$ cat src/rtl/commit_trace_buf_pkg.sv
// Shared CPU trace definitions: record field widths, record layout, normalisation.
// Latency: n/a (types and a pure function only).
// Backpressure: n/a.
package commit_trace_buf_pkg;

  localparam int PC_W   = 32;
  localparam int REG_W  = 5;
  localparam int DATA_W = 32;

  // One retired-instruction record as stored in the trace FIFO (sequence number appended separately).
  typedef struct packed {
    logic [PC_W-1:0]   pc;
    logic              ena;
    logic [REG_W-1:0]  rg;
    logic [DATA_W-1:0] value;
  } trc_rec_t;

  localparam int TRC_REC_W = $bits(trc_rec_t);

  // Writes to x0 are architecturally discarded, so they are traced as no-write with a zero value.
  function automatic trc_rec_t trc_normalize(
    input logic [PC_W-1:0]   pc,
    input logic              ena,
    input logic [REG_W-1:0]  rg,
    input logic [DATA_W-1:0] value
  );
    trc_rec_t r;
    r.pc    = pc;
    r.ena   = ena && (rg != '0);
    r.rg    = rg;
    r.value = r.ena ? value : '0;
    return r;
  endfunction

endpackage

$ cat src/rtl/commit_trace_buf_if.sv
// Trace output stream: head record plus valid/ready handshake.
// Latency: n/a (wires only).
// Backpressure: consumer holds trc_ready low to stall; producer keeps fields stable.
interface commit_trace_buf_if #(
  parameter int SEQ_W = 16
);
  import commit_trace_buf_pkg::*;

  logic              trc_valid;
  logic              trc_ready;
  logic [PC_W-1:0]   trc_pc;
  logic              trc_ena;
  logic [REG_W-1:0]  trc_reg;
  logic [DATA_W-1:0] trc_value;
  logic [SEQ_W-1:0]  trc_seq;

  modport master (
    output trc_valid, trc_pc, trc_ena, trc_reg, trc_value, trc_seq,
    input  trc_ready
  );

  modport slave (
    input  trc_valid, trc_pc, trc_ena, trc_reg, trc_value, trc_seq,
    output trc_ready
  );

endinterface

$ cat src/rtl/commit_trace_buf_sync_fifo.sv
// Synchronous FIFO with extra-MSB pointers; read data masked to zero when empty.
// Latency: a push in cycle N is visible on pop_dat from cycle N+1 (no bypass).
// Backpressure: push is refused when full unless a pop happens in the same cycle.
module sync_fifo #(
  parameter int WIDTH = 8,
  parameter int DEPTH = 16
) (
  input  logic                     clk,
  input  logic                     rst,
  input  logic                     push,
  input  logic [WIDTH-1:0]         push_dat,
  input  logic                     pop,
  output logic [WIDTH-1:0]         pop_dat,
  output logic                     full,
  output logic                     empty,
  output logic [$clog2(DEPTH):0]   level
);

  localparam int ADDR_W = $clog2(DEPTH);

  logic [ADDR_W:0]   wr_ptr_q, wr_ptr_d;
  logic [ADDR_W:0]   rd_ptr_q, rd_ptr_d;
  logic [WIDTH-1:0]  mem_q [DEPTH];
  logic              pop_ok;
  logic              push_ok;

  assign level   = wr_ptr_q - rd_ptr_q;
  assign empty   = (wr_ptr_q == rd_ptr_q);
  assign full    = (level == (ADDR_W+1)'(DEPTH));
  assign pop_ok  = pop && !empty;
  // A pop frees the slot in the same cycle, so a full FIFO still accepts.
  assign push_ok = push && (!full || pop_ok);
  assign pop_dat = empty ? '0 : mem_q[rd_ptr_q[ADDR_W-1:0]];

  // Pointer advance; the MSB distinguishes full from empty after wrap.
  always_comb begin
    wr_ptr_d = wr_ptr_q;
    rd_ptr_d = rd_ptr_q;
    if (push_ok) wr_ptr_d = wr_ptr_q + (ADDR_W+1)'(1);
    if (pop_ok)  rd_ptr_d = rd_ptr_q + (ADDR_W+1)'(1);
  end

  // Pointer registers with synchronous reset.
  always_ff @(posedge clk) begin
    if (rst) begin
      wr_ptr_q <= '0;
      rd_ptr_q <= '0;
    end else begin
      wr_ptr_q <= wr_ptr_d;
      rd_ptr_q <= rd_ptr_d;
    end
  end

  // Storage write; contents need no reset because the pointers gate visibility.
  always_ff @(posedge clk) begin
    if (push_ok && !rst) mem_q[wr_ptr_q[ADDR_W-1:0]] <= push_dat;
  end

endmodule

$ cat src/rtl/commit_trace_buf.sv
// Commit trace buffer: normalises WB retirements, tags sequence numbers, counts commits/drops.
// Latency: a retirement in cycle N appears on the trace stream from cycle N+1.
// Backpressure: trc_ready low stalls the head; retirements arriving while full are dropped and counted.
module commit_trace_buf
  import commit_trace_buf_pkg::*;
#(
  parameter int DEPTH = 16,
  parameter int SEQ_W = 16
) (
  input  logic                     clk_cpu,
  input  logic                     rst_cpu,
  input  logic                     wb_have_inst,
  input  logic [PC_W-1:0]          wb_pc,
  input  logic                     wb_ena,
  input  logic [REG_W-1:0]         wb_reg,
  input  logic [DATA_W-1:0]        wb_value,
  input  logic                     trc_clear,
  commit_trace_buf_if.master       trc,
  output logic [31:0]              commit_cnt,
  output logic [15:0]              drop_cnt,
  output logic                     overflow,
  output logic [$clog2(DEPTH):0]   level
);

  localparam int FIFO_W = TRC_REC_W + SEQ_W;

  logic [SEQ_W-1:0]  seq_q, seq_d;
  logic [31:0]       commit_cnt_q, commit_cnt_d;
  logic [15:0]       drop_cnt_q, drop_cnt_d;
  logic              overflow_q, overflow_d;

  trc_rec_t          rec_in;
  trc_rec_t          head_rec;
  logic [SEQ_W-1:0]  seq_in;
  logic [FIFO_W-1:0] push_dat;
  logic [FIFO_W-1:0] pop_dat;
  logic              fifo_full;
  logic              fifo_empty;
  logic              pop;
  logic              drop;

  assign rec_in   = trc_normalize(wb_pc, wb_ena, wb_reg, wb_value);
  // A clear in the same cycle restarts numbering at this very record.
  assign seq_in   = trc_clear ? '0 : seq_q;
  assign push_dat = {rec_in, seq_in};
  assign pop      = trc.trc_valid && trc.trc_ready;
  assign drop     = wb_have_inst && fifo_full && !pop;

  sync_fifo #(
    .WIDTH (FIFO_W),
    .DEPTH (DEPTH)
  ) u_fifo (
    .clk      (clk_cpu),
    .rst      (rst_cpu),
    .push     (wb_have_inst),
    .push_dat (push_dat),
    .pop      (pop),
    .pop_dat  (pop_dat),
    .full     (fifo_full),
    .empty    (fifo_empty),
    .level    (level)
  );

  assign head_rec      = pop_dat[FIFO_W-1:SEQ_W];
  assign trc.trc_valid = !fifo_empty;
  assign trc.trc_pc    = head_rec.pc;
  assign trc.trc_ena   = head_rec.ena;
  assign trc.trc_reg   = head_rec.rg;
  assign trc.trc_value = head_rec.value;
  assign trc.trc_seq   = pop_dat[SEQ_W-1:0];

  // Counter/flag next state: clear overrides any retirement in the same cycle.
  always_comb begin
    seq_d        = seq_q;
    commit_cnt_d = commit_cnt_q;
    drop_cnt_d   = drop_cnt_q;
    overflow_d   = overflow_q;
    if (trc_clear) begin
      seq_d        = '0;
      commit_cnt_d = '0;
      drop_cnt_d   = '0;
      overflow_d   = 1'b0;
    end else if (wb_have_inst) begin
      seq_d        = seq_q + SEQ_W'(1);
      commit_cnt_d = commit_cnt_q + 32'd1;
      if (drop) begin
        overflow_d = 1'b1;
        if (drop_cnt_q != 16'hFFFF) drop_cnt_d = drop_cnt_q + 16'd1;
      end
    end
  end

  // Counter/flag registers with synchronous reset.
  always_ff @(posedge clk_cpu) begin
    if (rst_cpu) begin
      seq_q        <= '0;
      commit_cnt_q <= '0;
      drop_cnt_q   <= '0;
      overflow_q   <= 1'b0;
    end else begin
      seq_q        <= seq_d;
      commit_cnt_q <= commit_cnt_d;
      drop_cnt_q   <= drop_cnt_d;
      overflow_q   <= overflow_d;
    end
  end

  assign commit_cnt = commit_cnt_q;
  assign drop_cnt   = drop_cnt_q;
  assign overflow   = overflow_q;

endmodule

$ cat src/flat_wrapper.sv
// flat-port wrapper written by rule: the top's interface ports become plain ports
module commit_trace_buf_flat import commit_trace_buf_pkg::*;
#(
  parameter int DEPTH = 16,
  parameter int SEQ_W = 16
)
  (clk_cpu, rst_cpu, wb_have_inst, wb_pc, wb_ena, wb_reg, wb_value, trc_clear, commit_cnt, drop_cnt, overflow, level, trc_trc_valid, trc_trc_pc, trc_trc_ena, trc_trc_reg, trc_trc_value, trc_trc_seq, trc_trc_ready);
  commit_trace_buf_if #(.SEQ_W(SEQ_W)) trc_i ();
  input  logic clk_cpu;
  input  logic rst_cpu;
  input  logic wb_have_inst;
  input  logic [PC_W-1:0] wb_pc;
  input  logic wb_ena;
  input  logic [REG_W-1:0] wb_reg;
  input  logic [DATA_W-1:0] wb_value;
  input  logic trc_clear;
  output logic [31:0] commit_cnt;
  output logic [15:0] drop_cnt;
  output logic overflow;
  output logic [$clog2(DEPTH):0] level;
  output wire logic [$bits(trc_i.trc_valid)-1:0] trc_trc_valid;
  output wire logic [$bits(trc_i.trc_pc)-1:0] trc_trc_pc;
  output wire logic [$bits(trc_i.trc_ena)-1:0] trc_trc_ena;
  output wire logic [$bits(trc_i.trc_reg)-1:0] trc_trc_reg;
  output wire logic [$bits(trc_i.trc_value)-1:0] trc_trc_value;
  output wire logic [$bits(trc_i.trc_seq)-1:0] trc_trc_seq;
  input wire logic [$bits(trc_i.trc_ready)-1:0] trc_trc_ready;
  assign trc_trc_valid = trc_i.trc_valid;
  assign trc_trc_pc = trc_i.trc_pc;
  assign trc_trc_ena = trc_i.trc_ena;
  assign trc_trc_reg = trc_i.trc_reg;
  assign trc_trc_value = trc_i.trc_value;
  assign trc_trc_seq = trc_i.trc_seq;
  assign trc_i.trc_ready = trc_trc_ready;
  commit_trace_buf #(.DEPTH(DEPTH), .SEQ_W(SEQ_W)) u_core (.clk_cpu(clk_cpu), .rst_cpu(rst_cpu), .wb_have_inst(wb_have_inst), .wb_pc(wb_pc), .wb_ena(wb_ena), .wb_reg(wb_reg), .wb_value(wb_value), .trc_clear(trc_clear), .trc(trc_i), .commit_cnt(commit_cnt), .drop_cnt(drop_cnt), .overflow(overflow), .level(level));
endmodule
$ cat config.mk
export PLATFORM = sky130hd
export DESIGN_NAME = commit_trace_buf_flat
export DESIGN_NICKNAME = d
export VERILOG_FILES = /design/src/rtl/commit_trace_buf_pkg.sv /design/src/rtl/commit_trace_buf_if.sv /design/src/rtl/commit_trace_buf_sync_fifo.sv /design/src/rtl/commit_trace_buf.sv /design/src/flat_wrapper.sv
export SDC_FILE = /design/constraint.sdc
export NUM_CORES = 1
export LEC_CHECK = 0
export BUFFER_PORTS_ARGS = -buffer_cell sky130_fd_sc_hd__buf_2
export CAP_MARGIN = 20
export CORE_AREA = 5 5 538 434
export DETAILED_ROUTE_END_ITERATION = 6
export DIE_AREA = 0 0 543 439
export SETUP_SLACK_MARGIN = 0.4
export SYNTH_ARGS = -nofsm -noshare
export SYNTH_HDL_FRONTEND = slang
export SYNTH_HIERARCHICAL = 1
export SYNTH_SLANG_ARGS = --single-unit
export TNS_END_PERCENT = 20
$ cat constraint.sdc
create_clock -name clk_cpu -period 29.2 [get_ports clk_cpu]
set_input_delay 1.46 -clock clk_cpu [delete_from_list [all_inputs] [get_ports clk_cpu]]
set_output_delay 1.46 -clock clk_cpu [all_outputs]
set_load 0.005 [all_outputs]
==> impl_metrics.yaml, run 1 <==
synthesis:
  synthArstFlopShare_pct: 0
  syn_area_um2: 56600
  synth_cell_types: 59
  yosys_warnings: 6
  synth_ff_type: "edfxtp_1"
  synth_nets: 2625
  synth_cells: 2537
  synth_top_area_share_pct: 73.0
  synth.area.top_cells: "edfxtp_1 73%, mux4_2 17%, dfxtp_1 2.8%"
  ys_ff_latch: 1455
  synth_top_area_cell: "edfxtp_1"
  synth_area_per_cell_um2: 22.3
  ys_seq_area_share_pct: 75.8
  synth_edf_count: 1376
clock_tree:
  cts_setup_buffers: 0
  clock_latency_ps: 830
  cts_made_buffers: 157
  cts-resized-gates: 0
  cts_tree: "yes"
  clock_sinks: 1455
  cts.clk_slew.worst_paths_ps: 60
  htree_levels: 4
  cts_hold_buf: 0
  clock-root-buffer: "clkbuf_16"
  clk_path_buf_depth: 4
place:
  io_buffers: 215
  dp_hpwl_um: 75600
  dp_slack_ps: 21750
  gp_congestion: 0.691
  place_area_um2: 61400
finish:
  register_area_um2: 42900
  final_cell_mix: "1,376 x edfxtp_1, 430 x mux4_2, 215 x buf_2"
  fin_nets: 2929
  fillCellCount: 22100
  multiInputGateArea_um2: 13100
  fin_area_um2: 66300
  drive_gt1_share_pct: 32.3
  area_growth_pct: 17.1
  final_common_cell: "edfxtp_1"
die:
  dieArea_um2: 238000
  die_w_um: 543
  placementRows: 157
  fp.dieH_um: 439
  ios: 216
  start_util_pct: 24.9
  core_um2: 227000
worst_setup_path:
  path_cells: "buf_4, buf_4, buf_4, buf_4, mux4_2, mux4_2, nor2b_1, buf_2"
  worstSetupPathType: "flip-flop to output pin"
  critPathCaptureType: "output pin"
  reg2reg_depth: 12
  critPathLaunchType: "flip-flop"
  crit_path_end: "trc_trc_value[27]"
  rrSetupSlack_ps: 24110
  crit_slowest_cell: "buf_4"
  reg2reg_to: "u_core/u_fifo/mem_q[12][49]$_DFFE_PP_"
  worstPathArrival_ps: 6390
  reg2reg_from: "u_core/u_fifo/wr_ptr_q[2]$_SDFFE_PP0P_"
  cp_common_cell: "buf_4"
  critPathMaxStageDelay_ps: 880
  path_max_fanout: 49
  crit_required_ps: 27740
sta:
  hold_violations: 0
  final_max_slew_viol_count: 0
  tns_ps: 0
  fmax_mhz: 127
  rsz0062_at_grt: "false"
  worst_slack_ps: 21350
  slew_headroom_pct: 27.5
  fin_skew_ps: 102
  post-route-period-util_pct: 26.9
  setup_viol: 0
  worst_pin_slew_ps: 1080
  finalCriticalPeriod_ps: 7850
pwr:
  powerDensity_nw_per_um2: 68.1
  power_leakage_nw: 19.9
  ir_drop_uv: 45.1
drt:
  dr.pass1.iters: 5
  finalWirelength_um: 143000
  remaining_drc_errors: 0
  antenna_left: 0
  routedWlPerCell_um: 23.9
  first_iter_violations: 2334
  viasPerCell: 4.53
  via_count: 27100
grt:
  grt_max_degree: 107
  antenna_found_initial: 26
  grt_pass1_wl_um: 205000
  first_global_vias: 27900
  grt_usage_pct: 11.7
  overflow: 0
worst_hold_path:
  hold_path.class: "flip-flop to flip-flop"
  hp-start: "u_core/commit_cnt[31]$_SDFFE_PP0P_"
outcome:
  status: "finished clean"
flow_run:
  cap_viol_max_count: 0
cells in the mapped netlist (12+ instances only):
cell type and count:
and2_1 36, edfxtp_1 1376, xor2_1 15, nand2_1 31, ha_1 12, nand4_1 28
or4_1 16, nor4_1 12, clkbuf_1 73, mux4_2 430, nor2_1 45, xnor2_1 13
dfxtp_1 79, a21oi_1 33, buf_2 31, inv_1 14, or3_1 20, nand3_1 24
nor2b_1 104, o21ai_0 16
routing by layer:
layer | vias to the layer above | wire length [um] | GRT usage, %
li1 | 11300 | - | -
met1 | 14600 | 59300 | 15.4
met2 | 863 | 69900 | 19.5
met3 | 231 | 10100 | 3.12
met4 | 6 | 3290 | 2.83
met5 | - | 41 | 0
worst min path at each step:
| stage | endpoint | cells after the start | slack, ps |
|---|---|---|---|
| detailed placement | u_core/commit_cnt[31]$_SDFFE_PP0P_ | 2 | 470 |
| floorplan | u_core/commit_cnt[31]$_SDFFE_PP0P_ | 2 | 460 |
| CTS | u_core/commit_cnt[31]$_SDFFE_PP0P_ | 2 | 470 |
| finish | u_core/commit_cnt[31]$_SDFFE_PP0P_ | 2 | 480 |
| global placement | u_core/commit_cnt[31]$_SDFFE_PP0P_ | 2 | 450 |
| global route | u_core/commit_cnt[31]$_SDFFE_PP0P_ | 2 | 490 |
cell families after synthesis:
group,Yosys count,synth area share [%]
mux,442,17.3
compound gates,81,0.926
buf+inv,150,1.30
flops,1455,75.8
fa+ha+maj,13,0.301
xor+xnor,28,0.433
simple gates,368,3.92
stage by stage:
step | hold slack, ps | cells | total power, mW | utilization [%]
2_1_floorplan | 460 | 2537 | 2.55 | -
3_3_place_gp | 453 | 5702 | 2.67 | 27.0
3_5_place_dp | 466 | 5702 | 2.68 | 27.0
4_1_cts | 474 | 5967 | 4.58 | 29.1
5_1_grt | 492 | 5969 | 4.69 | 29.1
6_report | 479 | 5978 | 4.51 | 29.1
worst max-delay path, delay by kind of cell (launching register included):
family	cells	cell delay (ps)
DFF	1	730
muxes	2	1070
and+or+nand+nor	1	210
buffers and inverters	5	3470
area by class of cell:
| cell class | count | area share, % |
|---|---|---|
| sequential | 1455 | 64.7 |
| multi-input combinational | 932 | 19.7 |
| clock buffer | 196 | 6.23 |
| tap | 3021 | 5.70 |
| timing repair buffer | 280 | 2.42 |
| clock inverter | 69 | 1.06 |
| inverter | 15 | 0.0849 |
| antenna | 10 | 0.0377 |
sequential cells by signal, indices dropped and copies added, names as in the netlist, named ones only:
register,flops
u_core/seq_q,16
u_core/u_fifo/mem_q,1376
u_core/drop_cnt,16
u_core/u_fifo/rd_ptr_q,5
u_core/u_fifo/wr_ptr_q,5
u_core/overflow,1
u_core/commit_cnt,32
where the power goes:
part	leakage [nW]	internal [mW]	total [mW]	switching (mW)
Sequential	13.1	2.30	2.30	0.00853
Combinational	4.48	0.137	0.312	0.175
Clock	2.34	1.11	1.90	0.790
Total	19.9	3.54	4.51	0.973
No activity file was read; power rests on OpenSTA's default activity.
==> inputs of run 2 (changes only) <==
- clock period: 29.2 -> 8.05 ns (I/O delays scaled with it)
==> impl_metrics.yaml, run 2 (synthesized netlist as in run 1, its figures left out) <==
drt:
  finalWirelength_um: 138000
  remaining_drc_errors: 0
  dr.pass1.iters: 5
  first_iter_violations: 2260
  routedWlPerCell_um: 22.9
  via_count: 26700
  viasPerCell: 4.45
  antenna_left: 0
pwr:
  seqPwrFrac_pct: 51.7
  ir_drop_uv: 237
  pwr-share-comb_pct: 7.2
  switchingPower_mw: 3.62
  power_leakage_nw: 20.0
  power.total_mw: 16.2
  powerDensity_nw_per_um2: 243
  internal_power_mw: 12.5
  clkPwrFrac_pct: 41.0
  swShare_pct: 22.4
clock_tree:
  clock_latency_ps: 770
  clock-root-buffer: "clkbuf_16"
  cts_setup_buffers: 0
  clk_path_buf_depth: 3
  cts_made_buffers: 146
  clock_sinks: 1455
  cts.clk_slew.worst_paths_ps: 60
  cts_tree: "yes"
  cts_hold_buf: 34
  cts-resized-gates: 0
  htree_levels: 4
sta:
  rsz0062_at_grt: "false"
  post-route-period-util_pct: 63.8
  finalCriticalPeriod_ps: 5130
  fin_skew_ps: 47.4
  fmax_mhz: 195
  final_max_slew_viol_count: 0
  hold_violations: 0
  worst_pin_slew_ps: 1090
  setup_viol: 0
  slew_headroom_pct: 27.7
die:
  start_util_pct: 24.9
  ios: 216
  die_w_um: 543
  core_um2: 227000
  fp.dieH_um: 439
  dieArea_um2: 238000
  placementRows: 157
worst_setup_path:
  critPathCaptureType: "flip-flop"
  reg2reg_depth: 13
  worstSetupPathType: "flip-flop to flip-flop"
  crit_required_ps: 8430
  worstPathArrival_ps: 5510
  rrSetupSlack_ps: 2920
  reg2reg_to: "u_core/u_fifo/mem_q[6][65]$_DFFE_PP_"
  crit_path_end: "u_core/u_fifo/mem_q[6][65]$_DFFE_PP_"
  path_max_fanout: 44
  reg2reg_from: "u_core/u_fifo/wr_ptr_q[2]$_SDFFE_PP0P_"
  critPathLaunchType: "flip-flop"
  critPathLaunch: "u_core/u_fifo/wr_ptr_q[2]$_SDFFE_PP0P_"
grt:
  overflow: 0
  first_global_vias: 27200
  grt_usage_pct: 11.3
  antenna_found_initial: 22
  grt_max_degree: 150
  grt_pass1_wl_um: 199000
worst_hold_path:
  hold_path.class: "input port to flip-flop"
  hp-start: "wb_reg[3]"
finish:
  final_cell_mix: "1,376 x edfxtp_1, 430 x mux4_2, 215 x buf_2"
  fin_cells: 5996
  area_growth_pct: 17.5
  finish.utilization_pct: 29.2
  drive_gt1_share_pct: 31.6
  fin_area_um2: 66500
  final_common_cell: "edfxtp_1"
  largest_reg_flops: 1376
  fin_nets: 2937
place:
  gp_congestion: 0.700
  place_area_um2: 61400
  io_buffers: 215
  dp_hpwl_um: 78300
  dp.cells: 5685
outcome:
  status: "finished clean"
flow_run:
  cap_viol_max_count: 0
## run 2: cell types whose count changed in the layout (fill, tap and decap cells not counted), moves of 6 or more
cell           previous run  this run
clkinv_1                 20        33
clkbuf_16               159       147
clkbuf_1                 36        23
buf_4                    61        41
clkinv_2                 18        26
dlygate4sd3_1             0        34
clkbuf_8                  2         8
clkinv_16                 0         9
## run 2: area by class of cell
class / count / area [um2]
Sequential cell: 1455 / 42900
Inverter: 15 / 56.3
Multi-Input combinational cell: 932 / 13100
Tap cell: 3021 / 3780
Fill cell: 22100 / 161000
Clock buffer: 178 / 3870
Timing Repair Buffer: 299 / 1900
Antenna cell: 8 / 20.0
Clock inverter: 88 / 872
## run 2: critical path, cell delays in order, from the launching register on
cell and delay (ps):
dfxtp_1 960, ha_1 430, nand4_1 190, nor2_4 30, buf_4 280, nand2b_4 210
inv_2 70, o21ai_0 90, buf_4 200, and2_1 160, buf_4 250, nor4b_2 290
buf_4 710, buf_4 790
## run 2: stage by stage
| step | setup TNS [ps] | setup WS, ps | hold slack [ps] |
|---|---|---|---|
| after detailed placement | 0 | 2880 | 466 |
| after global placement | 0 | 2950 | 454 |
| after CTS | 0 | 2870 | 18.1 |
| final | 0 | 2920 | 91.3 |
| after global routing | 0 | 2620 | 32.4 |
| after floorplan | -1163650 | -3380 | 460 |
## run 2: worst min path at each step
stage	endpoint	slack, ps	cells after the start
after global routing	u_core/u_fifo/mem_q[4][51]$_DFFE_PP_	30	1
after floorplan	u_core/commit_cnt[31]$_SDFFE_PP0P_	460	2
after CTS	u_core/u_fifo/mem_q[13][51]$_DFFE_PP_	20	1
after detailed placement	u_core/commit_cnt[31]$_SDFFE_PP0P_	470	2
after global placement	u_core/commit_cnt[31]$_SDFFE_PP0P_	450	2
final	u_core/u_fifo/mem_q[4][51]$_DFFE_PP_	90	1
## run 2: routing by layer
metal	global-route usage [%]	wire length (um)
met1	16.1	62500
met2	17.8	64800
met3	2.35	7490
met4	2.73	2760
met5	0	95
## run 2: power by group through the flow
| stage | Sequential, mW | Clock, mW | Combinational [mW] |
|---|---|---|---|
| after floorplan | 8.51 | 0 | 0.725 |
| final | 8.36 | 6.64 | 1.17 |
| after detailed placement | 8.52 | 0 | 1.21 |
| after global placement | 8.52 | 0 | 1.20 |
| after global routing | 8.36 | 7.15 | 1.28 |
| after CTS | 8.36 | 6.84 | 1.23 |
==> inputs of run 3 (changes only) <==
- ABC_AREA: default -> 1
- CORE_AREA: 5 5 538 434 -> 5 5 549 442
- DIE_AREA: 0 0 543 439 -> 0 0 554 447
- clock period: 8.05 -> 4.7 ns (I/O delays scaled with it)
==> impl_metrics.yaml, run 3 <==
outcome:
  status: "finished clean"
pwr:
  clkPwrFrac_pct: 34.7
  ir_drop_uv: 413
  powerDensity_nw_per_um2: 480
  swShare_pct: 31.0
  power.total_mw: 33.1
  seqPwrFrac_pct: 43.6
  internal_power_mw: 22.9
  power_leakage_nw: 22.2
  switchingPower_mw: 10.3
  pwr-share-comb_pct: 21.7
sta:
  setup_viol: 0
  post-route-period-util_pct: 84.5
  finalCriticalPeriod_ps: 3970
  rsz0062_at_grt: "false"
  tns_ps: 0
  final_max_slew_viol_count: 0
  slew_headroom_pct: 27.3
  fin_skew_ps: 38.5
  worst_pin_slew_ps: 1090
  fmax_mhz: 252
  whs_ps: 61.8
  hold_violations: 0
grt:
  grt_usage_pct: 13.1
  antenna_found_initial: 19
  first_global_vias: 35800
  overflow: 0
  grt_pass1_wl_um: 246000
  grt_max_degree: 166
die:
  die_w_um: 554
  ios: 216
  dieArea_um2: 248000
  core_um2: 237000
  fp.dieH_um: 447
  placementRows: 160
  start_util_pct: 24.9
synthesis:
  yosys_warnings: 6
  synth_edf_count: 1376
  synth.most_common_cell: "edfxtp_1"
  synth_top_family_by_area: "compound AO/OA/AOI/OAI gates"
  synth_nets: 4833
  synth_top_area_share_pct: 70.3
  synth.area.top_cells: "edfxtp_1 70%, nor2_1 7.6%, o21ai_0 6.1%"
  synth_ff_type: "edfxtp_1"
  synth_common_cells: "1,376 x edfxtp_1, 1,192 x nor2_1, 720 x o21ai_0, 336 x o211ai_1, 170 x clkbuf_1"
  yosys.area_share.simple_pct: 10.8
  synthArstFlopShare_pct: 0
  synth_compound_area_share_pct: 12.3
  ys_seq_area_share_pct: 73.0
  syn_area_um2: 58800
  synth-adder-area-share_pct: 0.289
  synth_cells: 4745
  synth_cell_types: 44
  synth_mux_area_share_pct: 0
  synth_xor_area_share_pct: 0.134
  synth_area_per_cell_um2: 12.4
  synth_top_area_cell: "edfxtp_1"
  ys_ff_latch: 1455
drt:
  via_count: 38200
  first_iter_violations: 3683
  dr.pass1.iters: 5
  finalWirelength_um: 168000
  antenna_left: 0
  routedWlPerCell_um: 20.4
  remaining_drc_errors: 0
  viasPerCell: 4.63
clock_tree:
  cts-resized-gates: 0
  cts_tree: "yes"
  cts_setup_buffers: 0
  cts.clk_slew.worst_paths_ps: 60
  clock_sinks: 1455
  clk_path_buf_depth: 3
  cts_hold_buf: 53
  clock-root-buffer: "clkbuf_16"
  clock_latency_ps: 780
  cts_made_buffers: 148
  htree_levels: 4
place:
  gp_congestion: 0.801
  io_buffers: 215
  dp_hpwl_um: 98600
  place_area_um2: 63500
worst_setup_path:
  reg2reg_from: "u_core/u_fifo/wr_ptr_q[0]$_SDFFE_PP0P_"
  reg2reg_depth: 13
  rrSetupSlack_ps: 1070
  path_max_fanout: 45
  worstSetupPathType: "flip-flop to output pin"
  worstPathArrival_ps: 3740
  critPathCaptureType: "output pin"
  crit_required_ps: 4470
  critPathLaunchType: "flip-flop"
  reg2reg_to: "u_core/u_fifo/mem_q[4][49]$_DFFE_PP_"
finish:
  area_growth_pct: 17.3
  final_cell_mix: "1,376 x edfxtp_1, 1,175 x nor2_1, 720 x o21ai_0"
  largest_reg_flops: 1376
  final_common_cell: "edfxtp_1"
  fin_nets: 5058
  fin_area_um2: 69000
  drive_gt1_share_pct: 12.0
  finish.utilization_pct: 29.1
worst_hold_path:
  min_path_cells: 3
  hp-start: "wb_value[17]"
  hold_path.class: "input port to flip-flop"
  min_to: "u_core/u_fifo/mem_q[8][33]$_DFFE_PP_"
flow_run:
  cap_viol_max_count: 0
## run 3: worst max path at each step
stage	start	end	slack, ps	cells after the start
finish	u_core/u_fifo/wr_ptr_q[0]$_SDFFE_PP0P_	trc_trc_ena	730	11
global route	u_core/u_fifo/wr_ptr_q[0]$_SDFFE_PP0P_	trc_trc_ena	460	11
CTS	u_core/u_fifo/wr_ptr_q[0]$_SDFFE_PP0P_	trc_trc_ena	590	11
detailed placement	u_core/u_fifo/wr_ptr_q[0]$_SDFFE_PP0P_	u_core/u_fifo/mem_q[4][40]$_DFFE_PP_	1090	13
global placement	u_core/u_fifo/wr_ptr_q[0]$_SDFFE_PP0P_	u_core/u_fifo/mem_q[4][39]$_DFFE_PP_	1130	13
floorplan	u_core/u_fifo/wr_ptr_q[0]$_SDFFE_PP0P_	u_core/u_fifo/mem_q[10][0]$_DFFE_PP_	-320	13
## run 3: kinds of logic after synthesis
family	count (synthesis)
AND/OR/NAND/NOR	1567
flip-flops	1455
AO/OA/AOI/OAI	1265
buffers and inverters	436
adder cells (fa/ha/maj)	13
XOR/XNOR	9
## run 3: routing by layer
metal	global-route usage (%)	vias up	part of all wire, %
li1	-	17700	-
met1	18.8	19000	46
met2	20.7	1326	46
met3	2.36	228	6.4
met4	3.04	6	2.1
met5	0	-	0.020
## run 3: power groups by stage
stage / logic (mW) / registers, mW / clock network, mW
3_3_place_gp: 7.17 / 14.7 / 0
2_1_floorplan: 4.37 / 14.7 / 0
3_5_place_dp: 7.26 / 14.7 / 0
4_1_cts: 7.34 / 14.4 / 11.8
6_report: 7.18 / 14.4 / 11.5
5_1_grt: 7.98 / 14.5 / 12.4
## run 3: metrics by stage
step	instances	worst slack (ps)
after detailed placement	7912	1090
after global placement	7910	1130
after global routing	8243	464
after floorplan	4745	-321
after CTS	8228	587
final	8247	727
## run 3: area by class of cell
type	count	area, um2
flip-flops and latches	1455	42900
multi-input cells	2854	14000
well taps	3159	3950
clock buffers	174	3820
clock inverters	89	923
repair buffers	385	2830
inverters	126	504
fillers	23900	168000
diodes	5	12.5
## run 3: critical path, cell delays in order (launching register included)
cell and delay, ps:
dfxtp_1 410, inv_1 130, ha_1 340, nand2_1 60, nor2_1 90, nand2_1 140, inv_4 80, buf_4 550
buf_4 740, a21oi_1 100, buf_4 190, buf_2 120
